[src/rtl/alu_arbiter.sv]
// Two-requester front end to one shared combinational ALU, with round-robin or fixed-priority grant.
// Latency: a request granted in cycle N shows o_rsp_valid in cycle N+2; the next grant can come no sooner than N+3.
// Backpressure: the response is held stable until i_rsp_ready; while busy or in reset, o_req_ready stays 0.
// Build option: define ALU_ARBITER_PRIO_EN for fixed priority (requester 0 wins ties, no pointer).
module alu_arbiter #(
    parameter int G_N_BIT  = 8,
    parameter int G_OP_BIT = 2
) (
    input  logic                  clk,
    input  logic                  rst,
    input  logic [1:0]            i_req_valid,
    output logic [1:0]            o_req_ready,
    input  logic [2*G_N_BIT-1:0]  i_req_s1,
    input  logic [2*G_N_BIT-1:0]  i_req_s2,
    input  logic [2*G_OP_BIT-1:0] i_req_op,
    output logic [G_N_BIT-1:0]    o_alu_s1,
    output logic [G_N_BIT-1:0]    o_alu_s2,
    output logic [G_OP_BIT-1:0]   o_alu_op,
    input  logic [G_N_BIT-1:0]    i_alu_res,
    output logic                  o_rsp_valid,
    input  logic                  i_rsp_ready,
    output logic [G_N_BIT-1:0]    o_rsp_res,
    output logic                  o_rsp_id
);

    typedef enum logic [1:0] {
        IDLE = 2'd0,
        EXEC = 2'd1,
        RESP = 2'd2
    } state_t;

    state_t                state_q, state_d;
    logic [G_N_BIT-1:0]    s1_q, s1_d;
    logic [G_N_BIT-1:0]    s2_q, s2_d;
    logic [G_OP_BIT-1:0]   op_q, op_d;
    logic [G_N_BIT-1:0]    res_q, res_d;
    logic                  id_q, id_d;
    logic                  gnt_vld;
    logic                  gnt_id;
`ifndef ALU_ARBITER_PRIO_EN
    logic                  last_q, last_d;
`endif

    // Pick the winning requester; only meaningful when gnt_vld is set.
    always_comb begin
        gnt_vld = |i_req_valid;
`ifdef ALU_ARBITER_PRIO_EN
        gnt_id  = ~i_req_valid[0];
`else
        if (&i_req_valid) begin
            gnt_id = ~last_q;
        end else begin
            gnt_id = ~i_req_valid[0];
        end
`endif
    end

    // Next-state, operand latching, result capture and the combinational grant.
    always_comb begin
        state_d     = state_q;
        s1_d        = s1_q;
        s2_d        = s2_q;
        op_d        = op_q;
        res_d       = res_q;
        id_d        = id_q;
        o_req_ready = 2'b00;
`ifndef ALU_ARBITER_PRIO_EN
        last_d      = last_q;
`endif
        case (state_q)
            IDLE: begin
                if (gnt_vld && !rst) begin
                    o_req_ready[gnt_id] = 1'b1;
                    s1_d    = gnt_id ? i_req_s1[2*G_N_BIT-1:G_N_BIT]   : i_req_s1[G_N_BIT-1:0];
                    s2_d    = gnt_id ? i_req_s2[2*G_N_BIT-1:G_N_BIT]   : i_req_s2[G_N_BIT-1:0];
                    op_d    = gnt_id ? i_req_op[2*G_OP_BIT-1:G_OP_BIT] : i_req_op[G_OP_BIT-1:0];
                    id_d    = gnt_id;
`ifndef ALU_ARBITER_PRIO_EN
                    last_d  = gnt_id;
`endif
                    state_d = EXEC;
                end
            end
            EXEC: begin
                res_d   = i_alu_res;
                state_d = RESP;
            end
            RESP: begin
                if (i_rsp_ready) begin
                    state_d = IDLE;
                end
            end
            default: begin
                state_d = IDLE;
            end
        endcase
    end

    // State registers; reset aborts any in-flight operation and clears outputs.
    always_ff @(posedge clk) begin
        if (rst) begin
            state_q <= IDLE;
            s1_q    <= '0;
            s2_q    <= '0;
            op_q    <= '0;
            res_q   <= '0;
            id_q    <= 1'b0;
`ifndef ALU_ARBITER_PRIO_EN
            last_q  <= 1'b1;
`endif
        end else begin
            state_q <= state_d;
            s1_q    <= s1_d;
            s2_q    <= s2_d;
            op_q    <= op_d;
            res_q   <= res_d;
            id_q    <= id_d;
`ifndef ALU_ARBITER_PRIO_EN
            last_q  <= last_d;
`endif
        end
    end

    // ALU operands come straight from the latch, so they hold between operations.
    assign o_alu_s1    = s1_q;
    assign o_alu_s2    = s2_q;
    assign o_alu_op    = op_q;
    assign o_rsp_valid = (state_q == RESP);
    assign o_rsp_res   = res_q;
    assign o_rsp_id    = id_q;

endmodule

[config.mk]
export PLATFORM = sky130hd
export DESIGN_NAME = alu_arbiter
export DESIGN_NICKNAME = d
export VERILOG_FILES = /design/src/rtl/alu_arbiter.sv
export SDC_FILE = /design/constraint.sdc
export NUM_CORES = 1
export LEC_CHECK = 0
export CAP_MARGIN = 20
export CELL_PAD_IN_SITES_DETAIL_PLACEMENT = 0
export CELL_PAD_IN_SITES_GLOBAL_PLACEMENT = 1
export CORE_MARGIN = 1.5
export CORE_UTILIZATION = 28
export DETAILED_ROUTE_END_ITERATION = 6
export HOLD_SLACK_MARGIN = 0.02
export PLACE_DENSITY = 0.76
export SYNTH_ARGS = -nofsm -noshare
export SYNTH_HDL_FRONTEND = slang
export SYNTH_SLANG_ARGS = --single-unit
[constraint.sdc]
create_clock -name clk -period 2 [get_ports clk]
set_clock_uncertainty 0.2 [all_clocks]
set_input_delay 0.4 -clock clk [delete_from_list [all_inputs] [get_ports clk]]
set_output_delay 0.4 -clock clk [all_outputs]
set_load 0.01 [all_outputs]
==> impl_metrics.yaml <==
outcome:
  status: "complete, no violations"
pwr:
  total_power_mw: 1.596
  vdd_drop_max_uv: 214.7
  power_density_nw_per_um2: 652.1
  power.leakage_nw: 0.8493
worst_setup_path:
  crit_slowest_cell: "dlygate4sd2_1"
  r2r-start: "state_q[0]"
  ff2ff_path_depth: 4
  required_ns: 1.40
  crit_type: "input port to output port"
  r2r_end: "o_alu_op[0]"
  crit_path_end_kind: "output port"
  max_stage_delay_ns: 0.27
  r2r_slack_ns: 0.47
  critPathArrivalTime_ns: 1.29
  path_cells: "dlygate4sd2_1 -> or2_1 -> and2_4 -> o21a_1 -> buf_4"
  worst_setup_path_start_kind: "input port"
  crit_fanout: 4
routing:
  num_vias: 1461
  drc: 0
  post_drt_wl_per_cell_um: 13.59
  ant_nets: 0
  drt_pre_antenna_iters: 4
  drt_iter0_drc: 49
  viasPerCell: 4.698
  wl_mm: 4.226
min_path:
  hold_start: "o_rsp_res[0]"
  hold_class: "flip-flop to flip-flop"
  holdPathStages: 2
  holdPathEnd: "o_rsp_res[0]"
clock_tree:
  clkTransAtPathRegs_ns: 0.06
  clock-sinks: 30
  cts_setup_buffers: 0
  insertion_delay_ns: 0.28
  clockRootBuffer: "clkbuf_8"
  ctsLongestPathBuffers: 2
  h-tree-depth: 2
  cts-buffers-inserted: 5
  cts_tree: "done"
  postCtsHoldBufs: 0
grt:
  grt_max_degree: 30
  grt_overflow: 0
  grt_usage: 0.1462
  grt_pass1_wl_mm: 6.934
  grt_pass1_vias: 1479
  antenna_found_initial: 0
timing:
  worst_pin_slew_ns: 0.5162
  setup_viol: 0
  rsz0062_at_grt: "no"
  period_share: 0.9447
  slew_violations: 0
  max_freq_mhz: 529.2
  max-slew-margin-rel: 0.6552
  hold_violations: 0
  fin_crit_ns: 1.889
placement:
  io_buffers: 78
  post-dp-hpwl_mm: 2.994
  gp_congestion: 0.7325
layout:
  antenna_cells: 0
  drive_gt1_frac: 0.1950
  fin_nets: 290
  post-route-util: 0.4673
  area_growth_pct: 57.87
yosys:
  yosysWarnings: 0
  synth.distinct_cells: 22
  syn-instance-count: 161
  syn_nets: 210
  synth_area_um2: 1550
  syn_avg_cell_area_um2: 9.629
  ys_seq_area_frac: 0.3874
  synth-seq-cells: 30
die:
  die_y_um: 77.41
  num_io_pins: 79
  core.rowCount: 26
  start_util: 0.2960
  coreArea_um2: 5238
  dieArea_um2: 5992
  die-width_um: 77.41
run:
  maxCapViolations: 0
-- cells in the final DEF, fill, tap and decap left out, types with 2 or more instances in the layout --
cell type,count
dfxtp_1,30
a311oi_2,18
buf_2,2
nand3b_1,18
nand2_1,16
clkbuf_8,5
clkinv_2,2
nand2b_1,2
nor2b_1,2
dlygate4sd2_1,2
o21ai_0,18
clkdlybuf4s50_1,72
a21oi_1,29
buf_4,15
-- critical path, delay by kind of cell --
family	cells	cell delay (ns)
AND/OR/NAND/NOR	2	0.37
AO/OA/AOI/OAI	1	0.10
buffers and inverters	2	0.41
-- sequential cells by signal, indices dropped and copies added (netlist names) --
signal	flops
state_q	2
last_q	1
o_alu_s2	8
o_rsp_id	1
o_alu_s1	8
o_rsp_res	8
o_alu_op	2
-- through the flow --
stage / cell area (µm²) / hold WS (ns) / cells / TNS [ns] / setup slack, ns
finish: 2447 / 0.2509 / 311 / 0 / 0.1105
global route: 2447 / 0.2760 / 311 / 0 / 0.04276
CTS: 2442 / 0.2541 / 311 / -0.02633 / -0.02633
detailed placement: 2376 / 0.2455 / 304 / -1.442 / -0.4892
global placement: 2376 / 0.2420 / 304 / -0.8926 / -0.4711
floorplan: 1550 / 0.2805 / 161 / 0 / 0.3440
-- metal layers --
layer,up-vias,GRT usage,routed length [µm]
li1,748,-,-
met1,651,0.1697,1804
met2,56,0.2491,2059
met3,6,0.05529,305
met4,0,0.04364,57
met5,-,0,0
-- synthesized netlist by cell type --
master / n / area [µm²]
nor3b_2: 1 / 12.51
nand3b_1: 18 / 135.1
nor3_4: 1 / 16.27
nor2b_4: 1 / 13.76
o21a_1: 1 / 7.510
nor3_1: 1 / 5.000
a21oi_1: 29 / 145.1
o21bai_1: 1 / 7.510
nor2b_1: 2 / 12.51
nand2b_1: 2 / 12.51
buf_2: 9 / 45.04
buf_6: 7 / 78.83
o21ai_0: 18 / 90.09
clkbuf_4: 1 / 7.510
and2_4: 1 / 8.760
or2_1: 1 / 6.260
dfxtp_1: 30 / 600.6
clkbuf_1: 1 / 3.750
inv_2: 1 / 3.750
nand2_1: 16 / 60.06
a311oi_2: 18 / 270.3
buf_4: 1 / 7.510
-- kinds of logic (layout without fill, tap and decap cells) --
family / after synthesis / in the layout / share of synthesized area
buffers and inverters: 20 / 100 / 0.09443
flip-flops: 30 / 30 / 0.3874
AND/OR/NAND/NOR: 44 / 44 / 0.1824
AO/OA/AOI/OAI: 67 / 67 / 0.3358
-- timing repair --
item | CTS | global route
pin swaps | 1 | 1
gates resized for setup | 10 | 2
endpoints found under the setup margin | 3 | 2
-- worst max-delay path by stage --
stage / from / slack (ns) / depth (start not counted) / endpoint
CTS: i_req_valid[1] / -0.03 / 5 / o_req_ready[1]
floorplan: state_q[0] / 0.34 / 4 / o_req_ready[1]
global route: i_req_valid[0] / 0.04 / 5 / o_req_ready[1]
detailed placement: i_req_valid[0] / -0.49 / 5 / o_req_ready[1]
global placement: i_req_valid[0] / -0.47 / 5 / o_req_ready[1]
finish: i_req_valid[0] / 0.11 / 5 / o_req_ready[1]
-- layout make-up --
cell class	count	area, µm²
clock buffers	5	68.82
repair buffers	92	873.3
clock inverters	2	10.01
fillers	533	2790
flip-flops and latches	30	600.6
inverters	1	3.754
well taps	70	87.58
multi-input cells	111	803.3
-- power by group --
group	internal, mW	switching [mW]
clock	0.233	0.216
sequential	0.651	0.0288
combinational	0.267	0.200
Note: power is estimated with default switching activity, not from simulation.
==> edit 1 (config.mk and constraints unchanged) <==
Change the parameter `G_N_BIT` from 8 to 16.
--- a/src/rtl/alu_arbiter.sv
+++ b/src/rtl/alu_arbiter.sv
@@ -3,7 +3,7 @@
 // Backpressure: the response is held stable until i_rsp_ready; while busy or in reset, o_req_ready stays 0.
 // Build option: define ALU_ARBITER_PRIO_EN for fixed priority (requester 0 wins ties, no pointer).
 module alu_arbiter #(
-    parameter int G_N_BIT  = 8,
+    parameter int G_N_BIT  = 16,
     parameter int G_OP_BIT = 2
 ) (
     input  logic                  clk,
Interface: changed (6 resized); port bits go from 79 to 143. The function was not compared with the original's and may differ.
==> edit 1 against the unedited design <==
  * Critical path depth shrank 1
  * Cell area rose by 73%
  * Area after synthesis up 70%
  * Sequential cell count rose by 24
  * Wire length rose by 92%
  * Count of clock-buffer cells in the layout unchanged
  * Setup slack worse by 0.044 ns
  * Power up 70%
==> edit 1: results (changes against the unedited design) <==
INFO  metric grt_pass1_vias = 2649 (was 1479)
INFO  metric timing.critical_path.fanout_max = 4 (unchanged)
INFO  metric synth_common_cells = 54 x dfxtp_1, 53 x a21oi_1, 34 x nand3b_1, 34 x o21ai_0, 32 x nand2_1 (was 30 x dfxtp_1, 29 x a21oi_1, 18 x a311oi_2, 18 x nand3b_1, 18 x o21ai_0)
INFO  metric routed_wl_per_cell = 15.32 um (was 13.59 um)
INFO  metric clk_transition_reported_paths = 0.11 ns (was 0.06 ns)
INFO  metric synthesis.nets = 379 (was 210)
INFO  metric dominantRegCellSynth = dfxtp_1 (unchanged)
INFO  metric diode_insertion_count_for_antenna_repair = 0 (unchanged)
INFO  metric numPortBuffers = 142 (was 78)
INFO  metric cp_top_family = simple AND/OR/NAND/NOR gates (was buffers and inverters)
INFO  metric asyncSetResetFlopFracSynth = 0 (unchanged)
INFO  metric critical_path.slowest_cell = dfxtp_2 (was dlygate4sd2_1)
INFO  metric timing.slew.headroom = 0.5102 (was 0.6552)
INFO  metric final.fill_count = 922 (was 533)
INFO  metric post_synth_inst_count = 290 (was 161)
INFO  metric globalplace.congestion = 0.6633 (was 0.7325)
INFO  metric synth-seq-area-share = 0.4105 (was 0.3874)
INFO  metric track_usage = 0.1629 (was 0.1462)
INFO  metric synth_area_leaders = dfxtp_1 41%, a311oi_2 16%, a21oi_1 10% (was dfxtp_1 39%, a311oi_2 17%, a21oi_1 9.4%)
INFO  metric detail_route.vias_per_cell = 5.038 (was 4.698)
INFO  metric placedInstanceArea = 4120 sq um (was 2376 sq um)
INFO  metric first_pass_iters = 4 (unchanged)
INFO  metric timing.hold.worst.class = flip-flop to flip-flop (unchanged)
INFO  metric p_sw_frac = 0.3006 (was 0.2787)
INFO  metric post_route_cells_drive_above_1_share = 0.1432 (was 0.1950)
INFO  metric net_count_final = 507 (was 290)
INFO  metric drv_cap = 0 (unchanged)
INFO  metric synthesis.yosys.warnings = 0 (unchanged)
INFO  metric ir_drop = 0.3821 mV (was 0.2147 mV)
INFO  metric run_status = complete, no violations (unchanged)
INFO  metric p_leak = 1.406 nW (was 0.8493 nW)
INFO  metric root_buffer = clkbuf_8 (unchanged)
INFO  metric clk_latency = 0.31 ns (was 0.28 ns)
INFO  metric grt_start_max_net_pins = 57 (was 30)
INFO  metric numPlacedInstances = 521 (was 304)
INFO  metric numCtsBuffers = 5 (unchanged)
INFO  metric drt_first_iter_violations = 64 (was 49)
INFO  metric dpl.hpwl = 5415 um (was 2994 um)
INFO  metric yosysUniqueCellTypes = 20 (was 22)
INFO  metric worst-endpoint-arrival = 1.33 ns (was 1.29 ns)
INFO  metric delay_of_the_slowest_cell_on_the_worst_path = 0.35 ns (was 0.27 ns)
INFO  metric routed_wl = 8118 um (was 4226 um)
INFO  metric grt_first_pass_wirelength = 13200 um (was 6934 um)
[edit 1: cell types whose count changed after synthesis, moves of 4 or more]
cell,before,now
clkbuf_1,1,24
dfxtp_1,30,54
buf_2,9,5
a311oi_2,18,28
nand3b_1,18,34
o21ai_0,18,34
nand2_1,16,32
a311oi_1,0,6
a21oi_1,29,53
[edit 1: power by group through the flow]
| stage | Clock, mW | Sequential (mW) | Combinational (mW) |
|---|---|---|---|
| 6_report | 0.666 | 1.22 | 0.824 |
| 5_1_grt | 0.731 | 1.23 | 0.904 |
| 4_1_cts | 0.701 | 1.22 | 0.830 |
| 3_5_place_dp | 0 | 1.24 | 0.828 |
| 3_3_place_gp | 0 | 1.24 | 0.821 |
| 2_1_floorplan | 0 | 1.28 | 0.363 |
[edit 1: area by class of cell]
| cell class | instances | area, sq um | share of cell area |
|---|---|---|---|
| Tap cell | 111 | 138.9 | 0.03278 |
| Clock buffer | 5 | 68.82 | 0.01624 |
| Multi-Input combinational cell | 199 | 1393 | 0.3287 |
| Timing Repair Buffer | 157 | 1521 | 0.3591 |
| Inverter | 1 | 3.754 | 0.0008860 |
| Sequential cell | 54 | 1082 | 0.2555 |
| Clock inverter | 3 | 28.78 | 0.006793 |
[edit 1: cells by family (layout without fill, tap and decap cells)]
family	after synthesis	in the layout	share of synthesized area
AOI/OAI and AO/OA	123	123	0.3506
and+or+nand+nor	76	76	0.1667
DFF	54	54	0.4105
buffers and inverters	37	166	0.07220
[edit 1: worst paths after layout]
| check | from | endpoint | slack, ns | depth (start not counted) |
|---|---|---|---|---|
| hold reg to reg | o_rsp_res[14] | o_rsp_res[14] | 0.26 | 2 |
| hold / removal | o_rsp_res[14] | o_rsp_res[14] | 0.26 | 2 |
| setup reg to reg | state_q[0] | o_alu_s2[6] | 0.22 | 4 |
| setup / recovery | state_q[0] | o_req_ready[1] | 0.07 | 4 |
[edit 1: repair_timing]
action | 4_1_cts | 5_1_grt
resized for setup | 14 | 3
pin swaps | 2 | 0
buffers inserted | 1 | 0
hold buffers | 0 | 0
setup endpoints to repair | 3 | 2
[edit 1: worst register-to-register path: stages, from the launching register on]
cell and delay (ns):
dfxtp_2 0.35, nor3_4 0.25, and2_4 0.19, buf_4 0.46
a311oi_1 0.20
[edit 1: stage by stage]
stage / hold slack (ns) / worst slack (ns)
global placement: 0.2412 / -0.4581
detailed placement: 0.2465 / -0.4485
CTS: 0.2641 / 0.03901
floorplan: 0.2675 / 0.01080
finish: 0.2612 / 0.06681
global route: 0.2785 / -0.02413
[edit 1: layer usage]
metal / part of all wire / vias to the layer above / track usage
li1: - / 1329 / -
met1: 0.44 / 1248 / 0.2044
met2: 0.48 / 88 / 0.2821
met3: 0.072 / 5 / 0.04318
met4: 0.0073 / 0 / 0.03250
met5: 0 / - / 0
==> edit 2 (config.mk and constraints unchanged) <==
Made on the original files. Encoding of `state_t`: now one-hot (3 bits for 3 states).
--- a/src/rtl/alu_arbiter.sv
+++ b/src/rtl/alu_arbiter.sv
@@ -23,10 +23,10 @@
     output logic                  o_rsp_id
 );
 
-    typedef enum logic [1:0] {
-        IDLE = 2'd0,
-        EXEC = 2'd1,
-        RESP = 2'd2
+    typedef enum logic [2:0] {
+        IDLE = 3'b001,
+        EXEC = 3'b010,
+        RESP = 3'b100
     } state_t;
 
     state_t                state_q, state_d;
Behaviour: no difference found for any inputs over 10 cycles, from zero or initial values and one cycle with rst high; not proved beyond that.
==> edit 2 against the unedited design <==
  * Non-clock buffer count grew 2
  * Cell area down 2.2%
  * Setup slack worse by 0.22 ns
  * Power grew 4.0%
  * Area after synthesis is 12% lower
  * Utilization up 3.9 points
  * Clock power up 3%
  * The flow now finishes with violations (negative setup slack)
  * Critical path type is now flip-flop to output port
  * Wire length is 0.17% higher
  * Sequential cell count up 1
==> edit 2: results (changes against the unedited design) <==
INFO  metric final-max-slew-violation-count = 0 (unchanged)
INFO  metric detailroute.wirelength.met2 = 2069 um (was 2059 um)
INFO  metric worst-endpoint-arrival = 1.51 ns (was 1.29 ns)
INFO  metric gr-usage-met1 = 0.1724 (was 0.1697)
INFO  metric net_count_final = 270 (was 290)
INFO  metric track_usage = 0.1675 (was 0.1462)
INFO  metric netSwitchingPower = 0.4552 mW (was 0.4448 mW)
INFO  metric grt_first_pass_wirelength = 6686 um (was 6934 um)
INFO  metric drt_first_iter_violations = 29 (was 49)
INFO  metric routed_wl = 4233 um (was 4226 um)
INFO  metric synth-seq-area-share = 0.4526 (was 0.3874)
INFO  metric run_status = finished with violations (was complete, no violations)
INFO  metric drc_violations_left = 0 (unchanged)
INFO  metric final.fill_count = 457 (was 533)
INFO  metric routed.top_layer = met4 (unchanged)
INFO  metric p_leak = 0.8583 nW (was 0.8493 nW)
INFO  metric met3RoutedLength = 419 um (was 305 um)
INFO  metric grt_start_max_net_pins = 31 (was 30)
INFO  metric hold_viol = 0 (unchanged)
INFO  metric pwr-share-comb = 0.296 (was 0.293)
INFO  metric detail_route.vias_per_cell = 4.865 (was 4.698)
INFO  metric grt.met2_usage = 0.2879 (was 0.2491)
INFO  metric yosysUniqueCellTypes = 24 (was 22)
INFO  metric placement.setup.worst_slack = -0.9262 ns (was -0.4892 ns)
INFO  metric worst_slack = -0.1140 ns (was 0.1105 ns)
INFO  metric post_cts_resized = 16 (was 10)
INFO  metric timing.critical_path.fanout_max = 2 (was 4)
INFO  metric synth_area_leaders = dfxtp_1 45%, o32ai_1 11%, a221oi_2 9.9% (was dfxtp_1 39%, a311oi_2 17%, a21oi_1 9.4%)
INFO  metric setup-violations-final = 2 (was 0)
INFO  metric diode_insertion_count_for_antenna_repair = 0 (unchanged)
INFO  metric seq_power = 0.706 mW (was 0.680 mW)
INFO  metric m1WireLength = 1658 um (was 1804 um)
INFO  metric slew_at_the_pin_with_the_worst_max_slew_slack = 0.3794 ns (was 0.5162 ns)
INFO  metric placedInstanceArea = 2297 sq um (was 2376 sq um)
INFO  metric synthesis.nets = 181 (was 210)
INFO  metric grt_pass1_vias = 1483 (was 1479)
INFO  metric failed_checks = negative setup slack
INFO  metric synth_common_cells = 31 x dfxtp_1, 20 x inv_1, 18 x o32ai_1 (was 30 x dfxtp_1, 29 x a21oi_1, 18 x a311oi_2, 18 x nand3b_1, 18 x o21ai_0)
INFO  metric first_pass_iters = 4 (unchanged)
INFO  metric post_route_cells_drive_above_1_share = 0.1982 (was 0.1950)
INFO  metric synthesis.area_per_instance = 10.39 sq um (was 9.629 sq um)
INFO  metric dominantRegCellSynth = dfxtp_1 (unchanged)
INFO  metric dpl.hpwl = 3120 um (was 2994 um)
INFO  metric ir_drop = 0.3547 mV (was 0.2147 mV)
INFO  metric use_met3 = 0.06630 (was 0.05529)
INFO  metric globalplace.congestion = 0.7505 (was 0.7325)
## edit 2: changes by cell type in the layout (fill, tap and decap cells not counted), sizes merged, moves of 2 or more
cell and change:
a21oi -29, inv +19, a221oi +18, a311oi -18
nand3b -18, o32ai +18, o21ai -17, nand2 -15
nor2 +10, mux2i +8, buf +2, clkbuf +2
clkdlybuf4s50 +2, nor2b -2
## edit 2: worst paths after layout
| check | start | to | slack (ns) | cells after the start |
|---|---|---|---|---|
| setup / recovery | state_q[2] | o_req_ready[0] | -0.11 | 3 |
| hold / removal | o_alu_s2[5] | o_alu_s2[5] | 0.26 | 2 |
| setup reg to reg | state_q[1] | o_alu_s1[7] | 0.27 | 5 |
| hold reg to reg | o_alu_s2[5] | o_alu_s2[5] | 0.26 | 2 |
## edit 2: area by class of cell
class	instances	area share
clock buffers	7	0.03190
clock inverters	1	0.002092
inverters	21	0.03295
multi-input cells	68	0.2667
flip-flops and latches	31	0.2599
well taps	67	0.03504
repair buffers	94	0.3713
## edit 2: per-stage QoR
step,total power [mW],setup TNS [ns],instances,hold WS [ns],util
after floorplan,0.9328,0,132,0.2772,-
after CTS,1.677,-0.2417,289,0.2692,0.5052
after detailed placement,1.206,-8.081,281,0.2598,0.4864
after global placement,1.191,-7.290,281,0.2486,0.4864
after global routing,1.750,-0.2294,289,0.2845,0.5065
final,1.660,-0.1428,289,0.2629,0.5065
## edit 2: cell families (layout without fill, tap and decap cells)
kind of cell,count (synthesis),in the layout,synth area share
multiplexers,8,8,0.05840
AND/OR/NAND/NOR,19,19,0.08485
buffers and inverters,33,123,0.1004
AO/OA/AOI/OAI,41,41,0.3038
flip-flops,31,31,0.4526
## edit 2: worst max-delay path, cell delays in order, from the launching register on
cell	delay, ns
dfxtp_2	0.32
or4b_4	0.58
nor3_4	0.19
buf_2	0.16
